### config.mk
export PLATFORM = sky130hd
export DESIGN_NAME = uart_core_param
export DESIGN_NICKNAME = d
export VERILOG_FILES = /design/src/rtl/uart_pkg.sv /design/src/rtl/uart_fifo.sv /design/src/rtl/uart_core_param.sv
export SDC_FILE = /design/constraint.sdc
export NUM_CORES = 1
export LEC_CHECK = 0
export CELL_PAD_IN_SITES_DETAIL_PLACEMENT = 1
export CELL_PAD_IN_SITES_GLOBAL_PLACEMENT = 2
export CORE_MARGIN = 3
export CORE_UTILIZATION = 45
export DETAILED_ROUTE_END_ITERATION = 7
export GPL_ROUTABILITY_DRIVEN = 0
export PLACE_DENSITY_LB_ADDON = 0.1
export SLEW_MARGIN = 20
export SYNTH_ARGS = -nofsm -noshare
export SYNTH_HDL_FRONTEND = slang
export SYNTH_SLANG_ARGS = --single-unit
### constraint.sdc
create_clock -name clk -period 4.6 [get_ports clk]
set_input_delay 0.92 -clock clk [delete_from_list [all_inputs] [get_ports clk]]
set_output_delay 0.92 -clock clk [all_outputs]
set_load 0.005 [all_outputs]
### src/rtl/uart_pkg.sv
`default_nettype none
// +--------------------------------------------------------------------------+
// | Module   : uart_pkg                                                      |
// | Purpose  : Shared state codes, frame constants and helpers for the UART. |
// | Revision : 1.0  initial release                                          |
// +--------------------------------------------------------------------------+
package uart_pkg;

    localparam int unsigned c_ST_W       = 3;
    localparam logic [2:0]  c_ST_IDLE    = 3'd0;
    localparam logic [2:0]  c_ST_START   = 3'd1;
    localparam logic [2:0]  c_ST_DATA    = 3'd2;
    localparam logic [2:0]  c_ST_PARITY  = 3'd3;
    localparam logic [2:0]  c_ST_STOP    = 3'd4;

    localparam int unsigned c_DBITS_BASE = 5;
    localparam int unsigned c_DATA_W     = 8;
    localparam int unsigned c_DIV_W_DEF  = 16;

    // Keeps only the low 5+dbits bits of a byte.
    function automatic logic [7:0] data_mask(input logic [1:0] dbits);
        data_mask = 8'hFF >> (2'd3 - dbits);
    endfunction

    // Index of the final data bit of a frame.
    function automatic logic [2:0] last_bit(input logic [1:0] dbits);
        last_bit = 3'(c_DBITS_BASE - 1) + {1'b0, dbits};
    endfunction

endpackage
`default_nettype wire

### src/rtl/uart_fifo.sv
`default_nettype none
// +--------------------------------------------------------------------------+
// | Module   : uart_fifo                                                     |
// | Purpose  : Power-of-two FIFO with first-word fall-through head output.   |
// | Revision : 1.0  initial release                                          |
// +--------------------------------------------------------------------------+
module uart_fifo #(
    parameter int WIDTH = 8,
    parameter int DEPTH = 16
) (
    input  logic             clk,
    input  logic             rst_n,
    input  logic             i_push,
    input  logic [WIDTH-1:0] i_push_data,
    input  logic             i_pop,
    output logic [WIDTH-1:0] o_head,
    output logic             o_empty,
    output logic             o_full
);

    localparam int            c_AW    = $clog2(DEPTH);
    localparam logic [c_AW:0] c_FULL  = (c_AW+1)'(DEPTH);

    logic [WIDTH-1:0] r_mem [DEPTH];
    logic [c_AW-1:0]  r_wr_ptr;
    logic [c_AW-1:0]  r_rd_ptr;
    logic [c_AW:0]    r_count;
    logic             w_do_push;
    logic             w_do_pop;

    assign o_empty   = (r_count == '0);
    assign o_full    = (r_count == c_FULL);
    assign w_do_pop  = i_pop && !o_empty;
    // A pop in the same cycle frees the slot the push needs.
    assign w_do_push = i_push && (!o_full || w_do_pop);
    assign o_head    = o_empty ? '0 : r_mem[r_rd_ptr];

    always_ff @(posedge clk or negedge rst_n) begin
        if (!rst_n) begin
            r_wr_ptr <= '0;
            r_rd_ptr <= '0;
            r_count  <= '0;
        end else begin
            if (w_do_push) r_wr_ptr <= r_wr_ptr + c_AW'(1);
            if (w_do_pop)  r_rd_ptr <= r_rd_ptr + c_AW'(1);
            if (w_do_push && !w_do_pop)      r_count <= r_count + (c_AW+1)'(1);
            else if (w_do_pop && !w_do_push) r_count <= r_count - (c_AW+1)'(1);
        end
    end

    always_ff @(posedge clk) begin
        if (w_do_push) r_mem[r_wr_ptr] <= i_push_data;
    end

endmodule
`default_nettype wire

### src/rtl/uart_core_param.sv
`default_nettype none
// +--------------------------------------------------------------------------+
// | Module   : uart_core_param                                               |
// | Purpose  : Full-duplex UART: baud tick, TX/RX framers, TX/RX FIFOs.      |
// | Revision : 1.0  initial release                                          |
// +--------------------------------------------------------------------------+
module uart_core_param
    import uart_pkg::*;
#(
    parameter int FIFO_DEPTH = 16,
    parameter int OVERSAMPLE = 16,
    parameter int DIV_W      = c_DIV_W_DEF
) (
    input  logic             clk,
    input  logic             rst_n,
    input  logic             en,
    input  logic [DIV_W-1:0] div,
    input  logic [1:0]       dbits,
    input  logic             par_en,
    input  logic             par_odd,
    input  logic             stop2,
    input  logic             txen,
    input  logic             rxen,
    output logic             tx,
    input  logic             rx,
    input  logic             write,
    input  logic [7:0]       wrdata,
    output logic             isfull,
    output logic             txbusy,
    input  logic             read,
    output logic [7:0]       rddata,
    output logic             datardy,
    output logic             perr,
    output logic             ferr,
    output logic             overrun,
    input  logic             errclr
);

    localparam int              c_OS_W    = $clog2(OVERSAMPLE);
    localparam logic [c_OS_W-1:0] c_OS_LAST = c_OS_W'(OVERSAMPLE - 1);
    localparam logic [c_OS_W-1:0] c_OS_HALF = c_OS_W'(OVERSAMPLE/2 - 1);
    localparam logic [c_OS_W-1:0] c_OS_ONE  = c_OS_W'(1);

    // ---------------- baud tick ----------------
    logic [DIV_W-1:0] r_tick_cnt;
    logic [DIV_W-1:0] r_div_cur;
    logic             w_tick;

    assign w_tick = en && (r_tick_cnt == r_div_cur);

    // The divisor is only reloaded at a wrap so a period is never cut short.
    always_ff @(posedge clk or negedge rst_n) begin
        if (!rst_n) begin
            r_tick_cnt <= '0;
            r_div_cur  <= '0;
        end else if (!en || w_tick) begin
            r_tick_cnt <= '0;
            r_div_cur  <= div;
        end else begin
            r_tick_cnt <= r_tick_cnt + DIV_W'(1);
        end
    end

    // ---------------- FIFOs ----------------
    logic       w_tx_empty;
    logic       w_tx_full;
    logic [7:0] w_tx_head;
    logic       w_tx_launch;
    logic       w_rx_empty;
    logic       w_rx_full;
    logic       w_rx_store;
    logic [7:0] r_rx_data;

    uart_fifo #(.WIDTH(c_DATA_W), .DEPTH(FIFO_DEPTH)) u_tx_fifo (
        .clk         (clk),
        .rst_n       (rst_n),
        .i_push      (write),
        .i_push_data (wrdata),
        .i_pop       (w_tx_launch),
        .o_head      (w_tx_head),
        .o_empty     (w_tx_empty),
        .o_full      (w_tx_full)
    );

    uart_fifo #(.WIDTH(c_DATA_W), .DEPTH(FIFO_DEPTH)) u_rx_fifo (
        .clk         (clk),
        .rst_n       (rst_n),
        .i_push      (w_rx_store),
        .i_push_data (r_rx_data),
        .i_pop       (read),
        .o_head      (rddata),
        .o_empty     (w_rx_empty),
        .o_full      (w_rx_full)
    );

    assign isfull  = w_tx_full;
    assign datardy = !w_rx_empty;

    // ---------------- TX framer ----------------
    logic [c_ST_W-1:0] r_tx_state;
    logic [c_OS_W-1:0] r_tx_os;
    logic [2:0]        r_tx_bit;
    logic [2:0]        r_tx_last;
    logic [7:0]        r_tx_shift;
    logic              r_tx_par;
    logic              r_tx_paren;
    logic              r_tx_stop2;
    logic              r_tx_stop_more;
    logic              r_tx;
    logic              w_tx_bit_end;

    assign w_tx_bit_end = w_tick && (r_tx_os == c_OS_LAST);
    // A new frame may start from IDLE or straight out of the final stop bit.
    assign w_tx_launch  = w_tick && txen && !w_tx_empty &&
                          ((r_tx_state == c_ST_IDLE) ||
                           ((r_tx_state == c_ST_STOP) && w_tx_bit_end && !r_tx_stop_more));
    assign tx     = r_tx;
    assign txbusy = (r_tx_state != c_ST_IDLE) || !w_tx_empty;

    always_ff @(posedge clk or negedge rst_n) begin
        if (!rst_n) begin
            r_tx_state     <= c_ST_IDLE;
            r_tx_os        <= '0;
            r_tx_bit       <= '0;
            r_tx_last      <= '0;
            r_tx_shift     <= '0;
            r_tx_par       <= 1'b0;
            r_tx_paren     <= 1'b0;
            r_tx_stop2     <= 1'b0;
            r_tx_stop_more <= 1'b0;
            r_tx           <= 1'b1;
        end else if (!en) begin
            r_tx_state     <= c_ST_IDLE;
            r_tx_os        <= '0;
            r_tx_stop_more <= 1'b0;
            r_tx           <= 1'b1;
        end else if (w_tx_launch) begin
            r_tx_state <= c_ST_START;
            r_tx_os    <= '0;
            r_tx       <= 1'b0;
            r_tx_shift <= w_tx_head & data_mask(dbits);
            r_tx_par   <= (^(w_tx_head & data_mask(dbits))) ^ par_odd;
            r_tx_last  <= last_bit(dbits);
            r_tx_paren <= par_en;
            r_tx_stop2 <= stop2;
        end else if (w_tick && (r_tx_state != c_ST_IDLE)) begin
            if (!w_tx_bit_end) begin
                r_tx_os <= r_tx_os + c_OS_ONE;
            end else begin
                r_tx_os <= '0;
                case (r_tx_state)
                    c_ST_START: begin
                        r_tx_state <= c_ST_DATA;
                        r_tx_bit   <= '0;
                        r_tx       <= r_tx_shift[0];
                    end
                    c_ST_DATA: begin
                        if (r_tx_bit == r_tx_last) begin
                            if (r_tx_paren) begin
                                r_tx_state <= c_ST_PARITY;
                                r_tx       <= r_tx_par;
                            end else begin
                                r_tx_state     <= c_ST_STOP;
                                r_tx           <= 1'b1;
                                r_tx_stop_more <= r_tx_stop2;
                            end
                        end else begin
                            r_tx_bit   <= r_tx_bit + 3'd1;
                            r_tx_shift <= r_tx_shift >> 1;
                            r_tx       <= r_tx_shift[1];
                        end
                    end
                    c_ST_PARITY: begin
                        r_tx_state     <= c_ST_STOP;
                        r_tx           <= 1'b1;
                        r_tx_stop_more <= r_tx_stop2;
                    end
                    c_ST_STOP: begin
                        if (r_tx_stop_more) r_tx_stop_more <= 1'b0;
                        else                r_tx_state     <= c_ST_IDLE;
                    end
                    default: r_tx_state <= c_ST_IDLE;
                endcase
            end
        end
    end

    // ---------------- RX framer ----------------
    logic              r_rx_s1;
    logic              r_rx_s2;
    logic              r_rx_s3;
    logic [c_ST_W-1:0] r_rx_state;
    logic [c_OS_W-1:0] r_rx_os;
    logic [2:0]        r_rx_bit;
    logic [2:0]        r_rx_last;
    logic              r_rx_paren;
    logic              r_rx_odd;
    logic              r_perr;
    logic              r_ferr;
    logic              r_overrun;
    logic              w_rx_live;
    logic              w_rx_sample;
    logic              w_perr_set;
    logic              w_ferr_set;
    logic              w_ovr_set;

    assign w_rx_live   = en && rxen;
    // Start is resampled half a bit in; every later bit one full bit apart.
    assign w_rx_sample = w_tick && (r_rx_os == ((r_rx_state == c_ST_START) ? c_OS_HALF : c_OS_LAST));
    assign w_rx_store  = w_rx_live && w_rx_sample && (r_rx_state == c_ST_STOP);
    assign w_ferr_set  = w_rx_store && !r_rx_s2;
    assign w_perr_set  = w_rx_live && w_rx_sample && (r_rx_state == c_ST_PARITY) &&
                         (((^r_rx_data) ^ r_rx_s2) != r_rx_odd);
    assign w_ovr_set   = w_rx_store && w_rx_full && !(read && !w_rx_empty);

    assign perr    = r_perr;
    assign ferr    = r_ferr;
    assign overrun = r_overrun;

    always_ff @(posedge clk or negedge rst_n) begin
        if (!rst_n) begin
            r_rx_s1   <= 1'b1;
            r_rx_s2   <= 1'b1;
            r_rx_s3   <= 1'b1;
            r_perr    <= 1'b0;
            r_ferr    <= 1'b0;
            r_overrun <= 1'b0;
        end else begin
            r_rx_s1   <= rx;
            r_rx_s2   <= r_rx_s1;
            r_rx_s3   <= r_rx_s2;
            r_perr    <= w_perr_set | (r_perr    & ~errclr);
            r_ferr    <= w_ferr_set | (r_ferr    & ~errclr);
            r_overrun <= w_ovr_set  | (r_overrun & ~errclr);
        end
    end

    always_ff @(posedge clk or negedge rst_n) begin
        if (!rst_n) begin
            r_rx_state <= c_ST_IDLE;
            r_rx_os    <= '0;
            r_rx_bit   <= '0;
            r_rx_last  <= '0;
            r_rx_paren <= 1'b0;
            r_rx_odd   <= 1'b0;
            r_rx_data  <= '0;
        end else if (!w_rx_live) begin
            r_rx_state <= c_ST_IDLE;
            r_rx_os    <= '0;
        end else if (r_rx_state == c_ST_IDLE) begin
            if (r_rx_s3 && !r_rx_s2) begin
                r_rx_state <= c_ST_START;
                r_rx_os    <= '0;
                r_rx_data  <= '0;
                r_rx_last  <= last_bit(dbits);
                r_rx_paren <= par_en;
                r_rx_odd   <= par_odd;
            end
        end else if (w_tick) begin
            if (!w_rx_sample) begin
                r_rx_os <= r_rx_os + c_OS_ONE;
            end else begin
                r_rx_os <= '0;
                case (r_rx_state)
                    c_ST_START: begin
                        r_rx_state <= r_rx_s2 ? c_ST_IDLE : c_ST_DATA;
                        r_rx_bit   <= '0;
                    end
                    c_ST_DATA: begin
                        r_rx_data[r_rx_bit] <= r_rx_s2;
                        if (r_rx_bit == r_rx_last)
                            r_rx_state <= r_rx_paren ? c_ST_PARITY : c_ST_STOP;
                        else
                            r_rx_bit <= r_rx_bit + 3'd1;
                    end
                    c_ST_PARITY: r_rx_state <= c_ST_STOP;
                    default:     r_rx_state <= c_ST_IDLE;
                endcase
            end
        end
    end

endmodule
`default_nettype wire

==> results of run 1 <==
placed cells by master (no fill, tap or decap), types with 4 or more instances in the layout:
| cell | count |
|---|---|
| nand2_1 | 54 |
| and2_1 | 23 |
| o21ai_0 | 50 |
| mux2i_1 | 29 |
| bufinv_16 | 10 |
| dfrtp_1 | 107 |
| a21o_1 | 5 |
| and3_1 | 6 |
| clkinv_2 | 5 |
| xnor2_1 | 53 |
| buf_4 | 28 |
| dfstp_2 | 4 |
| inv_1 | 22 |
| ha_1 | 23 |
| nand4_1 | 10 |
| clkbuf_16 | 41 |
| clkdlybuf4s50_1 | 51 |
| a31oi_1 | 6 |
| nand3_1 | 23 |
| edfxtp_1 | 256 |
| nand2b_1 | 16 |
| o31ai_1 | 6 |
| a221oi_1 | 9 |
| xor2_1 | 17 |
| nor3_1 | 14 |
| nor2b_1 | 6 |
| nor2_1 | 69 |
| o22ai_1 | 7 |
| mux4_2 | 59 |
| a22oi_1 | 6 |
| a21oi_1 | 23 |
| nand3b_1 | 6 |
| mux2_2 | 30 |
| or3_1 | 7 |
| clkinv_1 | 4 |
| clkbuf_1 | 7 |
path summary, 6_finish.rpt:
path                                             from                     to  slack (ns)
worst max-delay path            u_rx_fifo.r_rd_ptr[0]              rddata[0]        0.58
worst min-delay path                          r_rx_s1                r_rx_s2        0.36
worst max register to register         r_tick_cnt[15]   u_tx_fifo.r_count[4]        0.77
worst min register to register                r_rx_s1                r_rx_s2        0.36
max in group asynchronous                       rst_n                r_rx_s3        3.27
min in group asynchronous                       rst_n  u_rx_fifo.r_rd_ptr[2]        0.38
registers in the layout, summed over array words and instances (netlist names), 5 cells and up:
signal and count:
u_rx_fifo.r_count 5, u_tx_fifo.r_mem 128, u_rx_fifo.r_mem 128, r_div_cur 16, r_rx_data 8, r_tx_shift 8, u_tx_fifo.r_count 5, r_tick_cnt 16
routing by layer:
metal / up-vias / wire length, um / GRT usage, %
li1: 4075 / - / -
met2: 125 / 17300 / 32.2
met4: 0 / 557 / 4.28
met5: - / 0 / 0
met1: 4450 / 15500 / 25.5
met3: 50 / 1130 / 2.80
area by class of cell:
cell class | count | area [um2]
Timing Repair Buffer | 81 | 761
Fill cell | 3244 | 16200
Multi-Input combinational cell | 598 | 5050
Clock inverter | 23 | 374
Clock buffer | 51 | 1090
Tap cell | 455 | 569
Sequential cell | 369 | 10500
Inverter | 23 | 86.3
power groups by stage:
stage | logic [mW] | registers, mW | clock network, mW
2_1_floorplan | 0.389 | 3.88 | 0
6_report | 0.598 | 3.85 | 3.55
3_5_place_dp | 0.606 | 3.92 | 0
3_3_place_gp | 0.595 | 3.91 | 0
4_1_cts | 0.612 | 3.85 | 3.64
5_1_grt | 0.670 | 3.87 | 3.79
through the flow:
stage / util [%] / hold slack, ns / instances / cell area, um2
final: 53.3 / 0.356 / 1600 / 18500
after detailed placement: 49.1 / 0.349 / 1526 / 17000
after global placement: 49.1 / 0.348 / 1526 / 17000
after CTS: 53.3 / 0.357 / 1600 / 18500
after global routing: 53.3 / 0.362 / 1600 / 18500
after floorplan: - / 0.345 / 1033 / 15900
cells by family after synthesis:
kind of cell / count (synthesis) / share of synthesized area (%)
DFF: 369 / 66.3
and+or+nand+nor: 250 / 7.99
AOI/OAI and AO/OA: 134 / 5.44
muxes: 118 / 12.3
xor gates and xnor gates: 71 / 4.00
buffers and inverters: 66 / 1.89
adders and majority gates: 25 / 2.07
==> metrics.md, run 1 <==
| Metric | Value |
|---|---|
| CP arrival | `slightly above 3 ns` |
| Finish-stage setup viols | `0` |
| Final Skew | `between 0.01 and 0.015 ns` |
| Reg2reg path depth | `15` |
| GRT Util Overall | `between 10% and 20%` |
| Post-Syn Area per Cell | `roughly 15 um2` |
| Drt wl/cell | `around 22 um` |
| FF+latch count, synth | `between 300 and 400` |
| Crit. End Element | `primary output` |
| WL final | `about 35 mm` |
| Vias in the first global route | `around 9400` |
| CTS tree | `built` |
| Pre-CTS setup slack | `between 0.4 and 0.5 ns` |
| Hold Path Stages | `0` |
| Port bufs | `52` |
| Cts hold-fix bufs | `0` |
| Initial Util | `a little under half` |
| CTS buffer count | `41` |
| Clock sinks | `between 300 and 400` |
| Post-Synthesis Cells | `approximately 1000` |
| Top-Level Pins | `53` |
| Worst-Skew Late Latency | `0.54 ns` |
| Worst Path Max Fanout | `12` |
| Post-synth EDFFs | `around 260` |
| CP max stage delay | `between 0.6 and 0.7 ns` |
| Rel. slew slack | `31.2%` |
| Int Pwr | `~6.2 mW` |
| RSZ-0062 raised after global routing | `false` |
| Nets | `between 1000 and 1500` |
| LEAKAGE | `6.82 nW` |
| Sw frac | `about 22%` |
| NetSw | `about 1.7 mW` |
| Die area | `around 38000 um2` |
| Drc violations | `0` |
| Worst setup SP type | `flip-flop` |
| Cell taking the most area after synthesis | `edfxtp_1` |
| Dominant cells by area after synthesis | `edfxtp_1 (48%), dfrtp_1 (17%), mux4_2 (8.4%)` |
| PostCTS Resize Cnt | `0` |
| Net count after synthesis | `1096` |
| DRT iter0 DRCs | `~450` |
| Via count | `8700` |
| Synthesized area | `~16000 um2` |
| Crit path time final | `roughly 4 ns` |
| Share of cells above drive strength 1 | `~18%` |
| Final WS setup | `just under 0.6 ns` |
| Setup Fix Bufs, Post-CTS | `0` |
| Post-DRT Antenna Nets | `0` |
| Fin. Hold Viols | `0` |
| Peak supply drop | `0.319 mV` |
| Grt total ovfl | `0` |
| Die X | `~190 um` |
| Seq pwr share | `between 40% and 50%` |
| Total negative slack | `0 ns` |
| Pwr Total | `8.00 mW` |
| Initial antenna violation count | `0` |
| Rows | `68` |
| Clock Path Buffers | `3` |
| Slowest CP cell | `dfrtp_2` |
| Clk pwr share | `~44%` |
| Sequential fraction of the synthesis area | `66.3%` |
| H-tree depth | `2` |
| Status | `finished clean` |
| Largest net degree at the start of global routing | `43` |
| Fraction of registers with async set/reset | `a little under a third` |
| Critical Path RT | `between 3 and 4 ns` |
| Maximum clock frequency | `between 0.2 and 0.25 GHz` |
| Worst slew pin tran | `1.03 ns` |
| Final HPWL DP | `around 23 mm` |
| Layout area overhead | `16.3%` |
| Final period util | `about 87%` |
| Core area | `roughly 35000 um2` |
| WS Path Type | `reg2out` |
| Antenna Cells | `0` |
| Final Max Tran Viols | `0` |
| First-pass GRT wire length | `55.3 mm` |
| Buf/Inv on CP | `2` |
| CP dominant cell by count | `mux4_2` |
| Yosys top cell area share | `between 40% and 50%` |
| Die height | `between 150 and 200 um` |
| Synth top cells by count | `edfxtp_1 (256), dfrtp_1 (109), nor2_1 (69)` |
| CP Depth | `5` |
| CTS clk-pin slew, worst paths | `0.06 ns` |
| Worst Hold Class | `reg2reg` |
| Combinational Power Share | `7.5%` |
| Root Driver | `clkbuf_16` |
| Max Cap Viol | `0` |
| Vias per cell | `~5.4` |
| Drt first pass iters | `4` |
| Cell with the most instances after synthesis | `edfxtp_1` |
| Synth cell types | `60` |
| Power per cell area | `433 nW/um2` |
| CP top delay family | `multiplexers` |
| Synth Flop Type | `edfxtp_1` |
| Synth warn | `0` |
| Critical Path, Cell by Cell | `buf_4 -> mux4_2 -> mux4_2 -> and2_1 -> clkdlybuf4s50_1` |
(Power assumes the default switching activity.)
==> run 2, diff against run 1 <==
- SETUP_SLACK_MARGIN: unset -> 0.05
==> results of run 2 <==
No change in the layout: final DEF, timing and power equal those of run 1.
